**config.mk**
```make
export PLATFORM = sky130hd
export DESIGN_NAME = ir_line_detect_flat
export DESIGN_NICKNAME = d
export VERILOG_FILES = /design/src/rtl/ir_pkg.sv /design/src/rtl/ir_line_detect_if.sv /design/src/rtl/ir_line_detect_sync.sv /design/src/rtl/ir_line_detect.sv /design/src/flat_wrapper.sv
export SDC_FILE = /design/constraint.sdc
export NUM_CORES = 1
export LEC_CHECK = 0
export BUFFER_PORTS_ARGS = -buffer_cell sky130_fd_sc_hd__buf_2
export CAP_MARGIN = 40
export CORE_ASPECT_RATIO = 0.9
export CORE_MARGIN = 8
export CORE_UTILIZATION = 25
export DETAILED_ROUTE_END_ITERATION = 8
export PLACE_DENSITY = 0.49
export SLEW_MARGIN = 10
export SYNTH_ARGS = -nofsm -noshare
export SYNTH_HDL_FRONTEND = slang
export SYNTH_HIERARCHICAL = 1
export SYNTH_SLANG_ARGS = --single-unit
```
**constraint.sdc**
```tcl
create_clock -name clock -period 5 [get_ports clock]
set_clock_uncertainty 0.05 [all_clocks]
set_input_delay 1 -clock clock [delete_from_list [all_inputs] [get_ports clock]]
set_output_delay 1 -clock clock [all_outputs]
set_load 0.02 [all_outputs]
```
**src/rtl/ir_pkg.sv**
```systemverilog
// Shared widths, default tuning values and handshake states for the IR line detector.
package ir_pkg;
  localparam int IR_COUNT_W  = 19;
  localparam int E100_WORD_W = 32;
  localparam int SUM_W       = 21;

  localparam logic [IR_COUNT_W-1:0] SAMPLE_PERIOD_DEF = 19'd310000;
  localparam logic [IR_COUNT_W-1:0] THRESH_HI_DEF     = 19'd2000;
  localparam logic [IR_COUNT_W-1:0] THRESH_LO_DEF     = 19'd1500;

  typedef enum logic [1:0] {
    IDLE,
    LATCH,
    RESPOND
  } hs_state_e;
endpackage

```
**src/rtl/ir_line_detect_if.sv**
```systemverilog
// E100 I/O request/acknowledge bus between the processor side and the IR line detector.
interface ir_line_detect_if;
  import ir_pkg::*;

  logic                   ir_command;
  logic                   ir_response;
  logic [E100_WORD_W-1:0] ir_data;

  modport master (output ir_command, input ir_response, input ir_data);
  modport slave  (input ir_command, output ir_response, output ir_data);
endinterface

```
**src/rtl/ir_line_detect_sync.sv**
```systemverilog
// Two-flop synchronizer; enable qualifies every update, including reset.
module synchronizer #(
  parameter int WIDTH = 1
) (
  input  logic             clock,
  input  logic             reset,
  input  logic             enable,
  input  logic [WIDTH-1:0] d,
  output logic [WIDTH-1:0] q
);
  logic [WIDTH-1:0] meta;

  always_ff @(posedge clock) begin
    if (enable) begin
      if (reset) begin
        meta <= '0;
        q    <= '0;
      end else begin
        meta <= d;
        q    <= meta;
      end
    end
  end
endmodule

```
**src/rtl/ir_line_detect.sv**
```systemverilog
// IR line detector: periodic 4-sample moving average, threshold flag, E100 read handshake.
// Define IR_LINE_HYST_EN to enable hysteresis between THRESH_LO and THRESH_HI.
module ir_line_detect
  import ir_pkg::*;
#(
  parameter logic [IR_COUNT_W-1:0] SAMPLE_PERIOD = SAMPLE_PERIOD_DEF,
  parameter logic [IR_COUNT_W-1:0] THRESH_HI     = THRESH_HI_DEF,
  parameter logic [IR_COUNT_W-1:0] THRESH_LO     = THRESH_LO_DEF
) (
  input  logic                  clock,
  input  logic                  reset,
  input  logic                  clock_valid,
  input  logic [IR_COUNT_W-1:0] ir_count,
  ir_line_detect_if.slave       e100,
  output logic                  line_detected
);

  if (THRESH_LO > THRESH_HI) begin : g_bad_thresh
    $error("THRESH_LO must not exceed THRESH_HI");
  end

  function automatic logic [IR_COUNT_W-1:0] avg_of(input logic [SUM_W-1:0] s);
    return s[SUM_W-1:2];
  endfunction

`ifdef IR_LINE_HYST_EN
  function automatic logic detect(input logic primed_n, input logic flag_now,
                                  input logic [IR_COUNT_W-1:0] avg_n);
    if (!primed_n) return 1'b0;
    if (flag_now)  return !(avg_n < THRESH_LO);
    return avg_n >= THRESH_HI;
  endfunction
`else
  function automatic logic detect(input logic primed_n, input logic [IR_COUNT_W-1:0] avg_n);
    return primed_n && (avg_n >= THRESH_HI);
  endfunction
`endif

  logic [IR_COUNT_W-1:0] timer;
  logic [IR_COUNT_W-1:0] win [4];
  logic [SUM_W-1:0]      sum_p1;
  logic [IR_COUNT_W-1:0] avg_p1;
  logic [1:0]            fill_cnt;
  logic                  primed;
  logic                  command_sync;
  hs_state_e             state;

  logic                  vld_p0;
  logic [SUM_W-1:0]      sum_next;
  logic [IR_COUNT_W-1:0] avg_next;
  logic                  primed_next;
  logic                  flag_next;

  // p0: sample strobe on timer wrap, running-sum update
  always_comb begin
    vld_p0      = (timer == SAMPLE_PERIOD - 1'b1);
    sum_next    = sum_p1 + SUM_W'(ir_count) - SUM_W'(win[3]);
    avg_next    = avg_of(sum_next);
    primed_next = primed || (fill_cnt == 2'd3);
`ifdef IR_LINE_HYST_EN
    flag_next   = detect(primed_next, line_detected, avg_next);
`else
    flag_next   = detect(primed_next, avg_next);
`endif
  end

  // p1: window, sum, average and detection flag registers
  always_ff @(posedge clock) begin
    if (clock_valid) begin
      if (reset) begin
        timer         <= '0;
        win           <= '{default: '0};
        sum_p1        <= '0;
        avg_p1        <= '0;
        fill_cnt      <= '0;
        primed        <= 1'b0;
        line_detected <= 1'b0;
      end else begin
        timer <= vld_p0 ? '0 : timer + 1'b1;
        if (vld_p0) begin
          win[0]        <= ir_count;
          win[1]        <= win[0];
          win[2]        <= win[1];
          win[3]        <= win[2];
          sum_p1        <= sum_next;
          avg_p1        <= avg_next;
          primed        <= primed_next;
          line_detected <= flag_next;
          if (!primed) fill_cnt <= fill_cnt + 1'b1;
        end
      end
    end
  end

  synchronizer #(.WIDTH(1)) u_cmd_sync (
    .clock  (clock),
    .reset  (reset),
    .enable (clock_valid),
    .d      (e100.ir_command),
    .q      (command_sync)
  );

  // Handshake: LATCH reads the registered flag/avg, so a coincident sample is not seen
  always_ff @(posedge clock) begin
    if (clock_valid) begin
      if (reset) begin
        state            <= IDLE;
        e100.ir_data     <= '0;
        e100.ir_response <= 1'b0;
      end else begin
        case (state)
          IDLE: begin
            e100.ir_response <= 1'b0;
            if (command_sync) state <= LATCH;
          end
          LATCH: begin
            e100.ir_data     <= {line_detected, 12'b0, avg_p1};
            e100.ir_response <= 1'b1;
            state            <= RESPOND;
          end
          RESPOND: begin
            if (!command_sync) begin
              e100.ir_response <= 1'b0;
              state            <= IDLE;
            end
          end
          default: begin
            e100.ir_response <= 1'b0;
            state            <= IDLE;
          end
        endcase
      end
    end
  end

endmodule

```
**src/flat_wrapper.sv**
```systemverilog
// flat-port wrapper written by rule: the top's interface ports become plain ports
module ir_line_detect_flat import ir_pkg::*;
#(
  parameter logic [IR_COUNT_W-1:0] SAMPLE_PERIOD = SAMPLE_PERIOD_DEF,
  parameter logic [IR_COUNT_W-1:0] THRESH_HI     = THRESH_HI_DEF,
  parameter logic [IR_COUNT_W-1:0] THRESH_LO     = THRESH_LO_DEF
)
  (clock, reset, clock_valid, ir_count, line_detected, e100_ir_command, e100_ir_response, e100_ir_data);
  ir_line_detect_if e100_i ();
  input  logic clock;
  input  logic reset;
  input  logic clock_valid;
  input  logic [IR_COUNT_W-1:0] ir_count;
  output logic line_detected;
  input wire logic [$bits(e100_i.ir_command)-1:0] e100_ir_command;
  output wire logic [$bits(e100_i.ir_response)-1:0] e100_ir_response;
  output wire logic [$bits(e100_i.ir_data)-1:0] e100_ir_data;
  assign e100_i.ir_command = e100_ir_command;
  assign e100_ir_response = e100_i.ir_response;
  assign e100_ir_data = e100_i.ir_data;
  ir_line_detect #(.SAMPLE_PERIOD(SAMPLE_PERIOD), .THRESH_HI(THRESH_HI), .THRESH_LO(THRESH_LO)) u_core (.clock(clock), .reset(reset), .clock_valid(clock_valid), .ir_count(ir_count), .e100(e100_i), .line_detected(line_detected));
endmodule
```
# == After elaboration in Yosys (flattened, before gate mapping) ==
# Index checks and enable logic that the tools add are counted.
# op_classes
reduce_logical,11
n_lt_le_gt_ge,1
n_eq_ne,7
n_mux,13
add_sub_neg,4
# op_table
operator,n
76-bit 2-to-1 mux,1
32-bit 2-to-1 mux,1
21-bit by 19-bit adder with 21-bit output,1
21-bit 2-to-1 mux,1
21-bit by 19-bit subtractor with 21-bit output,1
"19-bit by 1-bit adder with 19-bit output, second input constant",1
"19-bit equality test, second input constant",1
"19-bit by 11-bit greater-or-equal comparator with 1-bit output, second input constant",1
19-bit 2-to-1 mux,1
2-bit 2-to-1 mux,4
"3-bit inequality test, second input constant",2
2-bit case mux with 3 select lines,1
2-bit AND reduction,3
3-bit AND reduction,2
"2-bit equality test, second input constant",2
2-bit nonzero test,2
1-bit 2-to-1 mux,3
"2-bit by 1-bit adder with 2-bit output, second input constant",1
"2-bit by 1-bit equality test with 1-bit output, second input constant",1
2-bit zero test,1
"2-bit inequality test, second input constant",1
1-bit case mux with 2 select lines,1
2-bit OR reduction,1
1-bit logical AND,1
1-bit logical OR,1
# word_totals
ff_bits,164
word_cells,51
out_inout_bits,34
inputBits,23

# == Depth between registers and ports, before layout ==
# Gate-level depths: netlist (run 1).
# logic_depth
ltp_word,5
mapped_depth,13

# == Modules after synthesis ==
# Netlist (run 1), hierarchy kept.
# modules_own_cells
module,cells_each,area_each_um2,seq_area_each_um2,n_inst
ir_line_detect,620,7299.5,4294.1,1
synchronizer,4,72.6,60.1,1

# == Worst setup path after synthesis (run 1) ==
# Ideal clock, no wire load.
# synth_path
kind,input port to flip-flop
start,input reset
end,"register u_core.fill_cnt[0], enable pin"
arrival_ns,3.783
cell_stages,3
path_slack_ns,0.837
required_ns,4.620
cell_sequence,a41o_1 > and2_1 > a21boi_0
# synth_via
elab_chain_len,2
elab_cells_between_ends,3
classes_between,eq/ne (1); reduce/logical (2)
# synth_lines
item,line_no,rtl
start: declaration,flat_wrapper.sv:11,input logic reset;
2-bit inequality test (no source line) / 2-bit nonzero test (equally long branches),-,
3-bit AND reduction (no source line) *,-,
end signal: assignment,ir_line_detect.sv:89,if (!primed) fill_cnt <= fill_cnt + 1'b1;
end: declaration,ir_line_detect.sv:43,logic [1:0] fill_cnt;
# Mark *: on every way between the ends. The rest lies on a longest branch, timed or not.
# A chain may end at the register's enable or synchronous reset.

# == Final worst setup path (run 1) ==
# layout_path
start,input ir_count[1]
end,register u_core.line_detected (data pin)
# layout_via
elab_chain_len,5
# layout_lines
item,line_no,rtl
start: declaration,flat_wrapper.sv:13,input logic [IR_COUNT_W-1:0] ir_count;
21-bit by 19-bit adder with 21-bit output,ir_line_detect.sv:57,sum_next = sum_p1 + SUM_W'(ir_count) - SUM_W'(win[3]);
21-bit by 19-bit subtractor with 21-bit output,ir_line_detect.sv:57,
19-bit by 11-bit greater-or-equal comparator with 1-bit output,ir_line_detect.sv:35,return primed_n && (avg_n >= THRESH_HI);
1-bit logical AND,ir_line_detect.sv:35,
1-bit 2-to-1 mux,ir_line_detect.sv:80,if (vld_p0) begin
end signal: assignment,ir_line_detect.sv:88,line_detected <= flag_next;
end: declaration,ir_line_detect.sv:15,output logic line_detected
# No other way between the ends. The select of a mux whose other input is x is not followed.

==> summary.txt, run 1 <==
Reg-to-Reg End -> u_core/line_detected$_SDFFCE_PP0P_
Net count, final -> 736
Largest net degree at the start of global routing -> 71
1st-pass router iterations -> 4
Syn-to-layout area delta -> 17.0%
Highest Signal Layer -> met4
Post-route ant nets -> 0
Die area -> 35200 um2
Top Ports -> 57
Routability Congestion -> 0.818
Unique masters post-synth -> 47
Final setup fails -> 0
Final WS setup -> 1.04 ns
Worst path slowest cell -> fa_1
Vias in the first global route -> 4252
Initial Utilization -> 25.5%
Total GRT Usage -> 8.34%
Antenna violations before repair -> 0
Vias per cell -> 3.98
Final Hold Vio Count -> 0
TritonCTS clock tree -> built
CP arrival -> 4.05 ns
M1 WL -> 7.47 mm
Root buf cell -> clkbuf_16
Setup CP Type -> input pin to register
Final WL -> 14.4 mm
Largest stage delay, worst path -> 0.53 ns
Worst r2r path cells -> 11
Crit end category -> register
Top cells by count, synth -> 145 x edfxtp_1, 87 x inv_1, 81 x nor2_1
Via Count -> 4300
Post-synth EDFFs -> 145
Outcome -> completed
Fin util -> 29.8%
Slew @ Worst Pin -> 0.770 ns
FF+latch area -> 4350 um2
Worst hold slack -> 0.473 ns
Hold Path Cell Cnt -> 1
Async S/R FF share, synth -> 0%
Met3 wire len -> 533 um
Leakage Power -> 0.00338 uW
Worst min path class -> register to register
Inst Count DP -> 1048
R2r setup slk -> 1.38 ns
Setup TNS -> 0 ns
First DRT Iteration DRCs -> 186
Delay-heaviest family, CP -> compound AO/OA/AOI/OAI gates
Cell Pwr Density -> 405 nW/um2
Dpl hpwl -> 9.68 mm
Cell Area, Synth -> 7370 um2
Most frequently used flop master after synthesis -> edfxtp_1
Most instantiated library cell after synthesis -> edfxtp_1
Floorplan row count -> 59
Die Span Y -> 179 um
Worst-path clk slew -> 0.07 ns
Post-synthesis sequential area ratio -> 59.1%
Fin crit period -> 3.96 ns
Core footprint -> 28900 um2
Area of the multi-input gates -> 2560 um2
IO buf count -> 44
# DRC -> 0
# fillers -> 3032
Dpl ws -> 0.596 ns
Final worst-path cycle share -> 79.1%
Drt wl/cell -> 13.3 um
Total grt overflow -> 0
CTS hold repair buffers -> 0
Clock latency on the worst-skew pair -> 0.42 ns
Critical-path cell list -> buf_2 -> inv_1 -> fa_1 -> inv_1 -> ha_1 -> a211oi_1 -> o21bai_1 -> nand4_1 -> o211ai_1 -> a21oi_1 -> mux2_2 -> nor4_1 -> a41oi_1
Clock sink total -> 145
Max_cap viols -> 0
Final Max Tran Viols -> 0
Worst path required time -> 5.10 ns
First-pass GRT wire length -> 22.7 mm
WP buf/inv -> 3
Hold_sp -> u_core/win[33]$_SDFFCE_PP0P_
Syn Inst Count -> 624
Fraction of layout cells with a size suffix above 1 -> 13.2%
Final std cells w/o fill -> 1080
Cell mode on critical path -> inv_1
Area contributors post-synth -> edfxtp_1 59%, nor2b_1 5.8%, fa_1 5.2%
Max frequency -> 0.253 GHz
H-tree Lvls -> 4
Antenna diodes -> 0
Slew margin rel. -> 48.6%
Num CTS Buffers -> 17
Largest area contributor in the netlist -> edfxtp_1
Top cell type's share of synthesized area -> 59.1%
DR WL met2 -> 6.24 mm
Min-Delay Endpoint -> u_core/win[14]$_SDFFCE_PP0P_
Worst-path maximum fanout -> 5
Syn avg cell area -> 11.8 um2
Clock Path Buffers -> 2
RSZ-0062 raised after global routing -> false
Yosys reg bits -> 145
CP Launch Type -> input pin
YS warnings -> 6
Number of setup buffers added after CTS -> 0
Reg-to-Reg Start -> u_core/win[1]$_SDFFCE_PP0P_
Peak supply drop -> 0.000229 V
CTS resizes -> 0
Chip Width -> 197 um
[power breakdown]
group | internal [uW] | switching, uW | total, uW
clock | 792 | 533 | 1320
sequential | 1440 | 27.4 | 1470
combinational | 279 | 427 | 705
[stage by stage]
step	cell area, um2	total power, uW
final	8630	3500
after global routing	8630	3690
after CTS	8630	3550
after detailed placement	8020	2200
after global placement	8020	2200
after floorplan	7410	2040
[cells by family after synthesis]
| family | Yosys count | share of synthesized area, % |
|---|---|---|
| simple gates | 215 | 14.9 |
| flops | 145 | 59.1 |
| buf+inv | 120 | 6.77 |
| compound gates | 64 | 5.62 |
| fa+ha+maj | 42 | 9.06 |
| xor+xnor | 34 | 4.04 |
| mux | 3 | 0.509 |
| other cells | 1 | 0.0509 |
[worst register-to-register path: stages (launching register included)]
cell and delay [ns]:
edfxtp_1 0.39, fa_1 0.51, inv_1 0.07, ha_1 0.31, a211oi_1 0.33, o21bai_1 0.26
nand4_1 0.16, o211ai_1 0.20, a21oi_1 0.33, mux2_2 0.38, nor4_1 0.23, a41oi_1 0.15
[per-layer routing]
metal | GRT usage [%] | vias up
met5 | 0 | -
met4 | 2.54 | 0
met3 | 2.74 | 5
met2 | 12.2 | 53
met1 | 11.5 | 2071
li1 | - | 2171
[cells in the final DEF, fill, tap and decap left out, types with 7 or more instances in the layout]
cell type and count:
ha_1 23, clkbuf_16 17, nand4_1 7, o21ai_0 9
nor2b_1 68, fa_1 19, nor2_1 80, inv_1 87
nand3_1 8, edfxtp_1 145, conb_1 12, buf_2 43
nand2_1 17, nor3_1 9, a21oi_1 24, xor2_1 20
xnor2_1 14
[final cells by class]
class,count,area share [%]
clock buffer,17,4.93
clock inverter,15,2.10
inverter,87,3.78
multi-input combinational,370,29.7
sequential,145,50.5
tap,396,5.74
timing repair buffer,50,3.25
[sequential cells by signal, summed over array words and instances, names as in the netlist, 2 cells and up]
register,count
u_core/e100.ir_data,20
u_core/fill_cnt,2
u_core/win,76
u_core/timer,19
u_core/state,2
u_core/sum_p1,21
[worst max-delay path by stage]
stage,from,to,slack [ns],depth (start not counted)
after floorplan,reset,u_core/fill_cnt[0]$_SDFFCE_PP0P_,0.84,3
after global placement,ir_count[1],u_core/line_detected$_SDFFCE_PP0P_,0.65,13
after detailed placement,ir_count[1],u_core/line_detected$_SDFFCE_PP0P_,0.60,13
after CTS,ir_count[1],u_core/line_detected$_SDFFCE_PP0P_,1.06,13
after global routing,ir_count[1],u_core/line_detected$_SDFFCE_PP0P_,0.81,13
final,ir_count[1],u_core/line_detected$_SDFFCE_PP0P_,1.04,13
Note: power is estimated with default switching activity, not from simulation.
==> run 2: changes to the inputs <==
--- a/config.mk
+++ b/config.mk
@@ -5,13 +5,14 @@
 export SDC_FILE = /design/constraint.sdc
 export NUM_CORES = 1
 export LEC_CHECK = 0
+export ABC_AREA = 1
 export BUFFER_PORTS_ARGS = -buffer_cell sky130_fd_sc_hd__buf_2
 export CAP_MARGIN = 40
 export CORE_ASPECT_RATIO = 0.9
 export CORE_MARGIN = 8
 export CORE_UTILIZATION = 25
 export DETAILED_ROUTE_END_ITERATION = 8
-export PLACE_DENSITY = 0.49
+export PLACE_DENSITY = 0.5
 export SLEW_MARGIN = 10
 export SYNTH_ARGS = -nofsm -noshare
 export SYNTH_HDL_FRONTEND = slang
==> constraint.sdc (replaced) <==
create_clock -name clock -period 3.49 [get_ports clock]
set_clock_uncertainty 0.05 [all_clocks]
set_input_delay 0.698 -clock clock [delete_from_list [all_inputs] [get_ports clock]]
set_output_delay 0.698 -clock clock [all_outputs]
set_load 0.02 [all_outputs]
==> summary.txt, run 2 <==
Floorplan row count -> 61 (was 59)
Fin crit period -> 3.06 ns
Worst path slowest cell -> fa_1 (unchanged)
Max_cap viols -> 0 (unchanged)
Slew margin rel. -> 48.0% (was 48.6%)
Largest reg by FF count -> u_core/win (unchanged)
Number of setup buffers added after CTS -> 0 (unchanged)
Vias in the first global route -> 5360 (was 4252)
Clock sink total -> 145 (unchanged)
Worst min path class -> register to register (unchanged)
YS warnings -> 6 (unchanged)
TritonCTS clock tree -> built (unchanged)
First-pass GRT wire length -> 27.0 mm (was 22.7 mm)
CTS hold repair buffers -> 0 (unchanged)
Final setup fails -> 0 (unchanged)
H-tree Lvls -> 4 (unchanged)
Unique masters post-synth -> 32 (was 47)
Final Max Tran Viols -> 0 (unchanged)
# DRC -> 0 (unchanged)
Syn avg cell area -> 9.19 um2 (was 11.8 um2)
Chip Width -> 203 um (was 197 um)
Initial Utilization -> 25.4% (was 25.5%)
CTS resizes -> 0 (unchanged)
Net count, final -> 980 (was 736)
Clock latency on the worst-skew pair -> 0.43 ns (was 0.42 ns)
Commonest non-fill, non-tap cell in the layout -> inv_1 (was edfxtp_1)
Post-synth EDFFs -> 145 (unchanged)
Crit end category -> register (unchanged)
Setup CP Type -> input pin to register (unchanged)
Final worst-path cycle share -> 87.8%
Die area -> 37400 um2 (was 35200 um2)
Final WL -> 16.2 mm (was 14.4 mm)
Reg-to-Reg Start -> u_core/win[1]$_SDFFCE_PP0P_ (unchanged)
Slew @ Worst Pin -> 0.780 ns (was 0.770 ns)
Peak supply drop -> 0.000343 V (was 0.000229 V)
Num CTS Buffers -> 17 (unchanged)
Cell Area, Synth -> 7870 um2 (was 7370 um2)
Routability Congestion -> 0.835 (was 0.818)
Max frequency -> 0.326 GHz
# fillers -> 3371 (was 3032)
Die Span Y -> 184 um (was 179 um)
Syn-to-layout area delta -> 17.1% (was 17.0%)
Top cells by count, synth -> 210 x inv_1, 162 x nor2_1, 145 x edfxtp_1, 145 x nand2_1, 31 x nand3_1 (was 145 x edfxtp_1, 87 x inv_1, 81 x nor2_1)
Async S/R FF share, synth -> 0% (unchanged)
R2r setup slk -> 0.52 ns (was 1.38 ns)
Leakage Power -> 0.00424 uW (was 0.00338 uW)
IO buf count -> 44 (unchanged)
Syn Inst Count -> 857 (was 624)
Commonest non-fill, non-tap cells in the layout -> 210 x inv_1, 160 x nor2_1, 145 x nand2_1, 145 x edfxtp_1, 43 x buf_2 (was 145 x edfxtp_1, 87 x inv_1, 80 x nor2_1)
Vias per cell -> 3.95 (was 3.98)
Worst-path maximum fanout -> 5 (unchanged)
Critical-path cell list -> buf_2 -> inv_1 -> fa_1 -> inv_1 -> fa_1 -> nand3_1 -> nand3_2 -> nand2_1 -> nand2_1 -> nand3_1 -> nand3b_1 -> nand2_1 -> nand3_1 -> nor2_1 -> a21oi_1 (was buf_2 -> inv_1 -> fa_1 -> inv_1 -> ha_1 -> a211oi_1 -> o21bai_1 -> nand4_1 -> o211ai_1 -> a21oi_1 -> mux2_2 -> nor4_1 -> a41oi_1)
Via Count -> 5274 (was 4300)
1st-pass router iterations -> 4 (unchanged)
Worst path required time -> 3.62 ns (was 5.10 ns)
Worst r2r path cells -> 13 (was 11)
Max reg flops -> 76 (unchanged)
Worst-path clk slew -> 0.07 ns (about the same)
First DRT Iteration DRCs -> 315 (was 186)
Largest registers -> u_core/win (76), u_core/sum_p1 (21), u_core/e100.ir_data (20) (unchanged)
Cell Pwr Density -> 544 nW/um2 (was 405 nW/um2)
Top cell type's share of synthesized area -> 55.3% (was 59.1%)
Min-Delay Endpoint -> u_core/win[56]$_SDFFCE_PP0P_ (was u_core/win[14]$_SDFFCE_PP0P_)
Largest area contributor in the netlist -> edfxtp_1 (unchanged)
Area contributors post-synth -> edfxtp_1 55%, inv_1 10%, nor2_1 7.7% (was edfxtp_1 59%, nor2b_1 5.8%, fa_1 5.2%)
Outcome -> completed (unchanged)
Yosys reg bits -> 145 (unchanged)
Largest stage delay, worst path -> 0.55 ns (was 0.53 ns)
Hold Path Cell Cnt -> 2 (was 1)
Root buf cell -> clkbuf_16 (unchanged)
Final Hold Vio Count -> 0 (unchanged)
Reg-to-Reg End -> u_core/line_detected$_SDFFCE_PP0P_ (unchanged)
Fraction of layout cells with a size suffix above 1 -> 11.1% (was 13.2%)
Worst hold slack -> 0.471 ns (was 0.473 ns)
Post-synthesis sequential area ratio -> 55.3% (was 59.1%)
Clock Path Buffers -> 2 (unchanged)
Core footprint -> 31000 um2 (was 28900 um2)
Dpl hpwl -> 11.6 mm (was 9.68 mm)
Hold_sp -> u_core/win[75]$_SDFFCE_PP0P_ (was u_core/win[33]$_SDFFCE_PP0P_)
Final Power -> 5010 uW (was 3500 uW)
Drt wl/cell -> 12.1 um (was 13.3 um)
Most frequently used flop master after synthesis -> edfxtp_1 (unchanged)
Total GRT Usage -> 9.08% (was 8.34%)
Total grt overflow -> 0 (unchanged)
Setup TNS -> 0 ns (unchanged)
Antenna violations before repair -> 0 (unchanged)
CP arrival -> 3.19 ns (was 4.05 ns)
Largest net degree at the start of global routing -> 75 (was 71)
CP Launch Type -> input pin (unchanged)
RSZ-0062 raised after global routing -> false (unchanged)
Post-route ant nets -> 0 (unchanged)
Most instantiated library cell after synthesis -> inv_1 (was edfxtp_1)
Top Ports -> 57 (unchanged)
Antenna diodes -> 0 (unchanged)
run 2: power breakdown:
part / leakage, uW / total (uW) / internal, uW / switching, uW
clock: 0.000297 / 1930 / 1190 / 733
combinational: 0.00253 / 1000 / 335 / 667
sequential: 0.00141 / 2080 / 2050 / 37.4
total: 0.00424 / 5010 / 3570 / 1440
run 2: stage by stage:
step                      worst slack [ns]  instances  utilization [%]  cell area [um2]
final                                0.426       1336             29.7             9220
after global routing                 0.261       1336             29.7             9220
after floorplan                      0.317        868                -             7920
after detailed placement           -0.0785       1305             27.8             8600
after global placement             -0.0344       1305             27.8             8600
after CTS                            0.398       1336             29.7             9220
run 2: worst max-delay path, delay by kind of cell:
kind / cells / cell delay (ns)
AO/OA/AOI/OAI: 1 / 0.09
adder cells (fa/ha/maj): 2 / 1.06
buffers and inverters: 3 / 0.26
AND/OR/NAND/NOR: 9 / 1.09
run 2: cell type report:
type                    count  area (um2)  share of cell area (%)
clock buffers              18         429                    4.66
clock inverters            13         185                    2.01
well taps                 409         512                    5.55
multi-input cells         487        2640                    28.6
flip-flops and latches    145        4350                    47.2
repair buffers             54         310                    3.37
inverters                 210         788                    8.55
run 2: cells by family (layout without fill, tap and decap cells):
| logic type | count (synthesis) | count (layout) | synth area share, % |
|---|---|---|---|
| buffers and inverters | 236 | 295 | 11.8 |
| adder cells (fa/ha/maj) | 42 | 42 | 8.49 |
| other | 1 | 12 | 0.0476 |
| AND/OR/NAND/NOR | 389 | 389 | 21.1 |
| AO/OA/AOI/OAI | 38 | 38 | 2.56 |
| XOR/XNOR | 6 | 6 | 0.667 |
| flip-flops | 145 | 145 | 55.3 |
run 2: worst max-delay path by stage:
stage,endpoint,slack (ns),from
2_1_floorplan,u_core/line_detected$_SDFFCE_PP0P_,0.32,u_core/timer[0]$_SDFFCE_PN0P_
3_3_place_gp,u_core/line_detected$_SDFFCE_PP0P_,-0.03,ir_count[1]
3_5_place_dp,u_core/line_detected$_SDFFCE_PP0P_,-0.08,ir_count[1]
4_1_cts,u_core/line_detected$_SDFFCE_PP0P_,0.40,ir_count[1]
5_1_grt,u_core/line_detected$_SDFFCE_PP0P_,0.26,ir_count[1]
6_report,u_core/line_detected$_SDFFCE_PP0P_,0.43,ir_count[1]
run 2: routing by layer:
metal | up-vias | wire (um) | GRT usage [%]
li1 | 2751 | - | -
met5 | - | 0 | 0
met4 | 0 | 239 | 3.30
met3 | 19 | 945 | 2.69
met2 | 83 | 6930 | 13.3
met1 | 2421 | 8100 | 12.5
